--- src/rtl/matrix_win_ctrl.sv ---
// rtl/matrix_win_ctrl.sv - frame sequencer gating pixel strobes into a 3x3 window generator
// Tracks the newest pixel's line/column and flags window position one cycle later.
module matrix_win_ctrl #(
  parameter logic [11:0] H_DISP = 12'd640,
  parameter logic [11:0] V_DISP = 12'd480
) (
  input  logic        clk,
  input  logic        rst_n,
  input  logic        start,
  input  logic        din_vld,
  output logic        win_vld,
  output logic        mat_vld,
  output logic        mat_sof,
  output logic        mat_eof,
  output logic        mat_sol,
  output logic        mat_eol,
  output logic        mat_top,
  output logic [11:0] mat_row,
  output logic [11:0] mat_col,
  output logic        busy,
  output logic        frame_done,
  output logic        drop_err
);

  typedef enum logic [1:0] {IDLE, FILL, RUN, DONE} state_e;

  state_e      state_q, state_d;
  logic [11:0] col_q, col_d, row_q, row_d;
  logic        drop_err_q, drop_err_d;
  logic        mat_vld_q, mat_sof_q, mat_eof_q, mat_sol_q, mat_eol_q, mat_top_q;
  logic [11:0] mat_row_q, mat_col_q;
  logic        last_col, last_row;

  assign win_vld    = din_vld && (state_q == FILL || state_q == RUN);
  assign last_col   = (col_q == H_DISP - 12'd1);
  assign last_row   = (row_q == V_DISP - 12'd1);
  assign busy       = (state_q != IDLE);
  assign frame_done = (state_q == DONE);

  always_comb begin
    state_d    = state_q;
    col_d      = col_q;
    row_d      = row_q;
    drop_err_d = drop_err_q;

    if (win_vld) begin
      col_d = last_col ? 12'd0 : col_q + 12'd1;
      if (last_col) row_d = last_row ? 12'd0 : row_q + 12'd1;
    end

    case (state_q)
      IDLE: begin
        // A strobe in the arming cycle is itself a drop, so it wins over the clear.
        if (din_vld)    drop_err_d = 1'b1;
        else if (start) drop_err_d = 1'b0;
        if (start) begin
          state_d = FILL;
          col_d   = 12'd0;
          row_d   = 12'd0;
        end
      end
      FILL: begin
        if (win_vld && last_col && last_row)          state_d = DONE;
        else if (win_vld && last_col && row_q == 12'd1) state_d = RUN;
      end
      RUN: begin
        if (win_vld && last_col && last_row) state_d = DONE;
      end
      default: state_d = IDLE;
    endcase
  end

  always_ff @(posedge clk or negedge rst_n) begin
    if (!rst_n) begin
      state_q    <= IDLE;
      col_q      <= 12'd0;
      row_q      <= 12'd0;
      drop_err_q <= 1'b0;
    end else begin
      state_q    <= state_d;
      col_q      <= col_d;
      row_q      <= row_d;
      drop_err_q <= drop_err_d;
    end
  end

  // Flags are aligned to the generator's one-cycle window latency.
  always_ff @(posedge clk or negedge rst_n) begin
    if (!rst_n) begin
      mat_vld_q <= 1'b0;
      mat_sof_q <= 1'b0;
      mat_eof_q <= 1'b0;
      mat_sol_q <= 1'b0;
      mat_eol_q <= 1'b0;
      mat_top_q <= 1'b0;
      mat_row_q <= 12'd0;
      mat_col_q <= 12'd0;
    end else begin
      mat_vld_q <= win_vld;
      mat_sof_q <= win_vld && row_q == 12'd0 && col_q == 12'd0;
      mat_eof_q <= win_vld && last_row && last_col;
      mat_sol_q <= win_vld && col_q == 12'd0;
      mat_eol_q <= win_vld && last_col;
      mat_top_q <= win_vld && row_q < 12'd2;
      if (win_vld) begin
        mat_row_q <= row_q;
        mat_col_q <= col_q;
      end
    end
  end

  assign mat_vld  = mat_vld_q;
  assign mat_sof  = mat_sof_q;
  assign mat_eof  = mat_eof_q;
  assign mat_sol  = mat_sol_q;
  assign mat_eol  = mat_eol_q;
  assign mat_top  = mat_top_q;
  assign mat_row  = mat_row_q;
  assign mat_col  = mat_col_q;
  assign drop_err = drop_err_q;

endmodule

--- config.mk ---
export PLATFORM = sky130hd
export DESIGN_NAME = matrix_win_ctrl
export DESIGN_NICKNAME = d
export VERILOG_FILES = /design/src/rtl/matrix_win_ctrl.sv
export SDC_FILE = /design/constraint.sdc
export NUM_CORES = 1
export LEC_CHECK = 0
export CAP_MARGIN = 20
export CORE_MARGIN = 1.5
export CORE_UTILIZATION = 51
export CTS_BUF_LIST = sky130_fd_sc_hd__clkbuf_16
export CTS_CLUSTER_DIAMETER = 120
export DETAILED_ROUTE_END_ITERATION = 16
export GPL_TIMING_DRIVEN = 0
export HOLD_SLACK_MARGIN = 0.06
export PLACE_DENSITY_LB_ADDON = 0.12
export SYNTH_ARGS = -nofsm -noshare
export SYNTH_HDL_FRONTEND = slang
export SYNTH_SLANG_ARGS = --single-unit
--- constraint.sdc ---
create_clock -name clk -period 3.75 [get_ports clk]
set_input_delay 0.5625 -clock clk [delete_from_list [all_inputs] [get_ports clk]]
set_output_delay 0.5625 -clock clk [all_outputs]
set_load 0.005 [all_outputs]
==> results.py, run 1 <==
metrics = {
    "timing": {
        "tightest_slew_ns": 0.665,
        "slew_headroom_pct": 55.2,
        "setup_viol": 0,
        "fin_crit_sh_pct": 81.9,
        "fmax_mhz": 325,
        "finClkSkew_ns": 0.00400,
        "tns_ns": 0,
        "maxSlewViolCount": 0,
        "rsz0062_at_grt": "false",
        "hold_viol": 0,
        "fin_crit_ns": 3.07,
    },
    "setup_path": {
        "worst_setup_path_end_kind": "output pin",
        "crit_arrival_ns": 2.51,
        "critPathKind": "flop to output pin",
        "cp_data_required_time_ns": 3.19,
        "worstSetupStartpoint": "state_q[0]",
        "r2r_start": "state_q[0]",
        "setup.worst_path.start_class": "flop",
        "worstPathMaxFanout": 11,
    },
    "clocking": {
        "cts_setup_buffers": 0,
        "numClockSinks": 57,
        "clkTransAtPathRegs_ns": 0.05,
        "worstSkewPairLatency_ns": 0.32,
        "root_buffer": "clkbuf_16",
        "clock_path_buffers": 2,
        "cts_tree": "yes",
        "cts_buffers": 9,
        "post_cts_resized": 0,
        "htree_levels": 3,
        "cts_hold_buf": 0,
    },
    "synth": {
        "syn_area_sq_um": 2610,
        "syn_nets": 284,
        "ys_seq_elements": 57,
        "ys_types": 35,
        "postSynthAreaPerCell_sq_um": 9.67,
        "ys_warn_count": 0,
        "synth_flop_cell": "dfrtp_1",
        "syn_inst": 270,
        "synth_edf_count": 0,
        "async_reset_ff_share_pct": 100,
        "yosysSeqAreaShare_pct": 54.6,
    },
    "floorplanning": {
        "core_area_sq_um": 4820,
        "core.rowCount": 25,
        "die-area_sq_um": 5560,
        "dieWidth_microns": 74.6,
        "io_pins": 38,
        "start_util_pct": 54.2,
        "die_h_microns": 74.6,
    },
    "finish": {
        "fin_nets": 333,
        "final_area_sq_um": 3340,
        "drive_gt1_share_pct": 6.79,
        "syn2layout_area_growth_pct": 27.8,
        "multi_input_area_sq_um": 1100,
        "seq_area_sq_um": 1430,
        "antennaDiodeCount": 0,
        "fill_cells": 402,
    },
    "routing": {
        "wl_per_cell_microns": 13.9,
        "detail_route.iter0.violations": 120,
        "vias": 1978,
        "drt_pass1_iterations": 4,
        "finalWirelength_microns": 5430,
        "ant_nets": 0,
        "viasPerCell": 5.06,
        "drc": 0,
    },
    "grt": {
        "grt_pass1_wl_microns": 9190,
        "grt_pass1_vias": 1918,
        "grt_max_degree": 38,
        "antenna_found_initial": 0,
        "grt_usage_pct": 22.7,
        "gr-total-overflow": 0,
    },
    "outcome": {
        "outcome": "finished clean",
    },
    "place": {
        "gp_congestion": 0.825,
        "placed_area_sq_um": 3080,
        "port_buffers": 37,
        "dp_hpwl_microns": 3720,
    },
    "pwr": {
        "p_leak_uw": 0.00160,
        "ir_drop_uv": 632,
        "p_per_area_nw_per_um2": 572,
    },
    "worst_hold_path": {
        "min_path_type": "input port to asynchronous set/reset pin",
    },
    "job": {
        "cap_violations": 0,
    },
}
[layout make-up]
type                       instances  share of cell area (%)
multi-input combinational        195                    33.0
buffer                             8                    1.35
clock inverter                     7                   0.937
tap                               67                    2.51
inverter                          10                    1.12
clock buffer                       9                    6.75
timing repair buffer              38                    11.5
sequential                        57                    42.7
[where the power goes]
group / total [uW] / switching, uW / internal, uW
sequential: 736 / 52.0 / 684
clock: 684 / 253 / 431
combinational: 487 / 278 / 209
[synth_stat cells, types with 5 or more instances]
cell type   n  area (sq um)
xnor2_1     6          52.6
nand2_1    75           282
dfrtp_1    57          1430
clkbuf_1    6          22.5
nand3_1     5          25.0
nand4_1    11          68.8
o21ai_0     6          30.0
nor4_1      5          31.3
inv_1       8          30.0
and3_1      8          50.1
xor2_1     14           123
nor2_1     29           109
ha_1       10           125
[state kept, by name (all words and copies together), names as in the netlist, 2 cells and up]
name	count
state_q	2
mat_row	12
row_q	12
col_q	12
mat_col	12
[path summary, 6_finish.rpt]
check / to / slack (ns) / cells past startpoint
min in group clk: mat_row[10] / 0.47 / 2
min reg2reg: mat_row[10] / 0.47 / 2
max in group asynchronous: drop_err / 2.97 / 2
min: mat_row[4] / 0.21 / 1
max reg2reg: state_q[0] / 1.22 / 8
max: win_vld / 0.68 / 6
[layer usage]
layer  vias up  share of wire [%]  global-route usage [%]
li1        988                  -                       -
met1       921                 50                    32.8
met2        62                 43                    32.8
met3         7                5.1                    4.61
met4         0                1.6                    10.9
met5         -                  0                       0
[worst max-delay path: stages (launching register included)]
cell	delay, ns
dfrtp_1	0.43
inv_1	0.09
ha_1	0.36
nand2_1	0.12
clkinv_1	0.14
clkbuf_1	0.45
clkdlybuf4s50_1	0.60
[through the flow]
step | power [uW] | hold WS (ns) | utilization (%) | setup WS [ns] | cells
final | 1910 | 0.213 | 69.3 | 0.677 | 391
after global routing | 2010 | 0.252 | 69.3 | 0.548 | 391
after CTS | 1930 | 0.217 | 69.3 | 0.672 | 391
after detailed placement | 1230 | 0.461 | 63.9 | 0.757 | 375
after global placement | 1220 | 0.456 | 63.6 | 0.376 | 374
after floorplan | 1010 | 0.267 | - | 1.46 | 270
[cells by family after synthesis]
group | after synthesis | share of synthesized area (%)
mux | 3 | 1.25
simple gates | 147 | 25.8
compound gates | 15 | 3.64
fa+ha+maj | 10 | 4.79
flops | 57 | 54.6
buf+inv | 18 | 3.16
xor+xnor | 20 | 6.71
[layout by cell type (no fill, tap or decap), types with 2 or more instances in the layout]
master            n
buf_6             2
clkbuf_1          6
and2_1            2
nand3_1           5
nand2b_1          2
or4_4             2
nor3_1            2
ha_1             10
xnor2_1           6
clkbuf_16         9
xor2_1           14
nand4_1          11
nand2_1          75
o21ai_0           6
clkdlybuf4s50_1  36
a21oi_1           2
mux2_2            2
nor4_1            5
dfrtp_1          57
and3_1            8
inv_1            11
clkinv_1          4
nor2_1           29
(Power assumes the default switching activity.)
==> run 2: changes to the inputs <==
==> constraint.sdc (replaced) <==
create_clock -name clk -period 3.1 [get_ports clk]
set_input_delay 0.465 -clock clk [delete_from_list [all_inputs] [get_ports clk]]
set_output_delay 0.465 -clock clk [all_outputs]
set_load 0.005 [all_outputs]
==> results.py, run 2 (synthesis gave the netlist of run 1 again) <==
metrics = {
    "finish": {
        "fill_cells": 401,
        "drive_gt1_share_pct": 6.81,
        "final_common_cell": "nand2_1",
        "mostFrequentLayoutCells": "75 x nand2_1, 57 x dfrtp_1, 36 x clkdlybuf4s50_1, 29 x nor2_1, 14 x xor2_1",
        "antennaDiodeCount": 0,
        "post-route-util_pct": 69.2,
        "syn2layout_area_growth_pct": 27.6,
        "fin_nets": 332,
        "seq_area_sq_um": 1430,
        "multi_input_area_sq_um": 1100,
    },
    "clocking": {
        "worstSkewPairLatency_ns": 0.32,
        "cts_setup_buffers": 0,
        "root_buffer": "clkbuf_16",
        "htree_levels": 3,
        "cts_tree": "yes",
        "cts_hold_buf": 0,
        "clock_path_buffers": 2,
        "numClockSinks": 57,
        "clkTransAtPathRegs_ns": 0.05,
        "cts_buffers": 9,
    },
    "outcome": {
        "outcome": "finished clean",
    },
    "grt": {
        "gr-total-overflow": 0,
        "grt_usage_pct": 22.7,
        "grt_pass1_vias": 1918,
        "grt_pass1_wl_microns": 9190,
        "grt_max_degree": 38,
        "antenna_found_initial": 0,
    },
    "timing": {
        "fin_crit_ns": 2.82,
        "hold_viol": 0,
        "setup_viol": 0,
        "fmax_mhz": 355,
        "rsz0062_at_grt": "false",
        "slew_headroom_pct": 56.5,
        "fin_crit_sh_pct": 90.9,
        "finClkSkew_ns": 0.00452,
        "maxSlewViolCount": 0,
        "tightest_slew_ns": 0.647,
    },
    "setup_path": {
        "cp_data_required_time_ns": 2.63,
        "crit_arrival_ns": 2.35,
        "worstPathMaxFanout": 17,
        "critPathKind": "flop to output pin",
        "r2r_cells": 8,
        "worst_setup_path_end_kind": "output pin",
        "setup.worst_path.start_class": "flop",
    },
    "floorplanning": {
        "die_h_microns": 74.6,
        "io_pins": 38,
        "core.rowCount": 25,
        "start_util_pct": 54.2,
        "core_area_sq_um": 4820,
        "die-area_sq_um": 5560,
        "dieWidth_microns": 74.6,
    },
    "routing": {
        "ant_nets": 0,
        "wl_per_cell_microns": 13.9,
        "drt_pass1_iterations": 4,
        "detail_route.iter0.violations": 138,
        "viasPerCell": 5.16,
        "vias": 2011,
        "finalWirelength_microns": 5420,
        "drc": 0,
    },
    "place": {
        "port_buffers": 37,
        "gp_congestion": 0.825,
        "dp_hpwl_microns": 3720,
    },
    "job": {
        "cap_violations": 0,
    },
    "worst_hold_path": {
        "min_path_type": "input port to asynchronous set/reset pin",
    },
    "pwr": {
        "power.total_uw": 2300,
        "p_per_area_nw_per_um2": 691,
        "p_leak_uw": 0.00160,
        "ir_drop_uv": 764,
    },
}
-- run 2: changes by cell type in the layout (fill, tap and decap cells not counted) --
cell | previous run | this run
clkbuf_1 | 6 | 5
-- run 2: what timing repair did --
item	4_1_cts	5_1_grt
hold endpoints to repair	0	0
endpoints found under the setup margin	0	1
gates resized for setup	0	0
-- run 2: per-layer routing --
metal	vias up	global-route usage (%)	share of wire (%)
met5	-	0	0
met4	0	10.9	1.5
met3	7	4.61	3.6
met2	50	32.8	44
met1	966	32.8	51
li1	988	-	-
-- run 2: through the flow --
step | worst slack (ns) | hold WS (ns) | instances | TNS [ns] | cell area, sq um
6_report | 0.283 | 0.116 | 390 | 0 | 3330
5_1_grt | 0.140 | 0.155 | 390 | 0 | 3330
4_1_cts | 0.120 | 0.119 | 391 | 0 | 3340
3_5_place_dp | 0.302 | 0.461 | 375 | 0 | 3080
3_3_place_gp | -0.177 | 0.456 | 374 | -9.85 | 3070
2_1_floorplan | 0.808 | 0.169 | 270 | 0 | 2610
-- run 2: final cells by class --
type / instances / share of cell area, %
multi-input cells: 195 / 33.1
inverters: 10 / 1.13
repair buffers: 38 / 11.6
flip-flops and latches: 57 / 42.8
plain buffers: 7 / 1.24
clock inverters: 7 / 0.938
well taps: 67 / 2.52
clock buffers: 9 / 6.76
-- run 2: final timing paths --
kind / from / to / slack, ns
max in group asynchronous: rst_n / drop_err / 2.41
min in group clk: mat_row[10] / mat_row[10] / 0.47
min reg2reg: mat_row[10] / mat_row[10] / 0.47
max: state_q[0] / win_vld / 0.28
min: rst_n / mat_row[4] / 0.12
max reg2reg: state_q[0] / state_q[0] / 0.56
-- run 2: critical path, stage by stage (launching register included) --
cell and delay (ns):
dfrtp_1 0.43, inv_1 0.09, ha_1 0.36, nand2_1 0.13, clkinv_1 0.42, clkdlybuf4s50_1 0.59
-- run 2: power by group --
| group | internal, uW | switching [uW] |
|---|---|---|
| logic | 251 | 336 |
| clock network | 521 | 305 |
| registers | 827 | 62.5 |
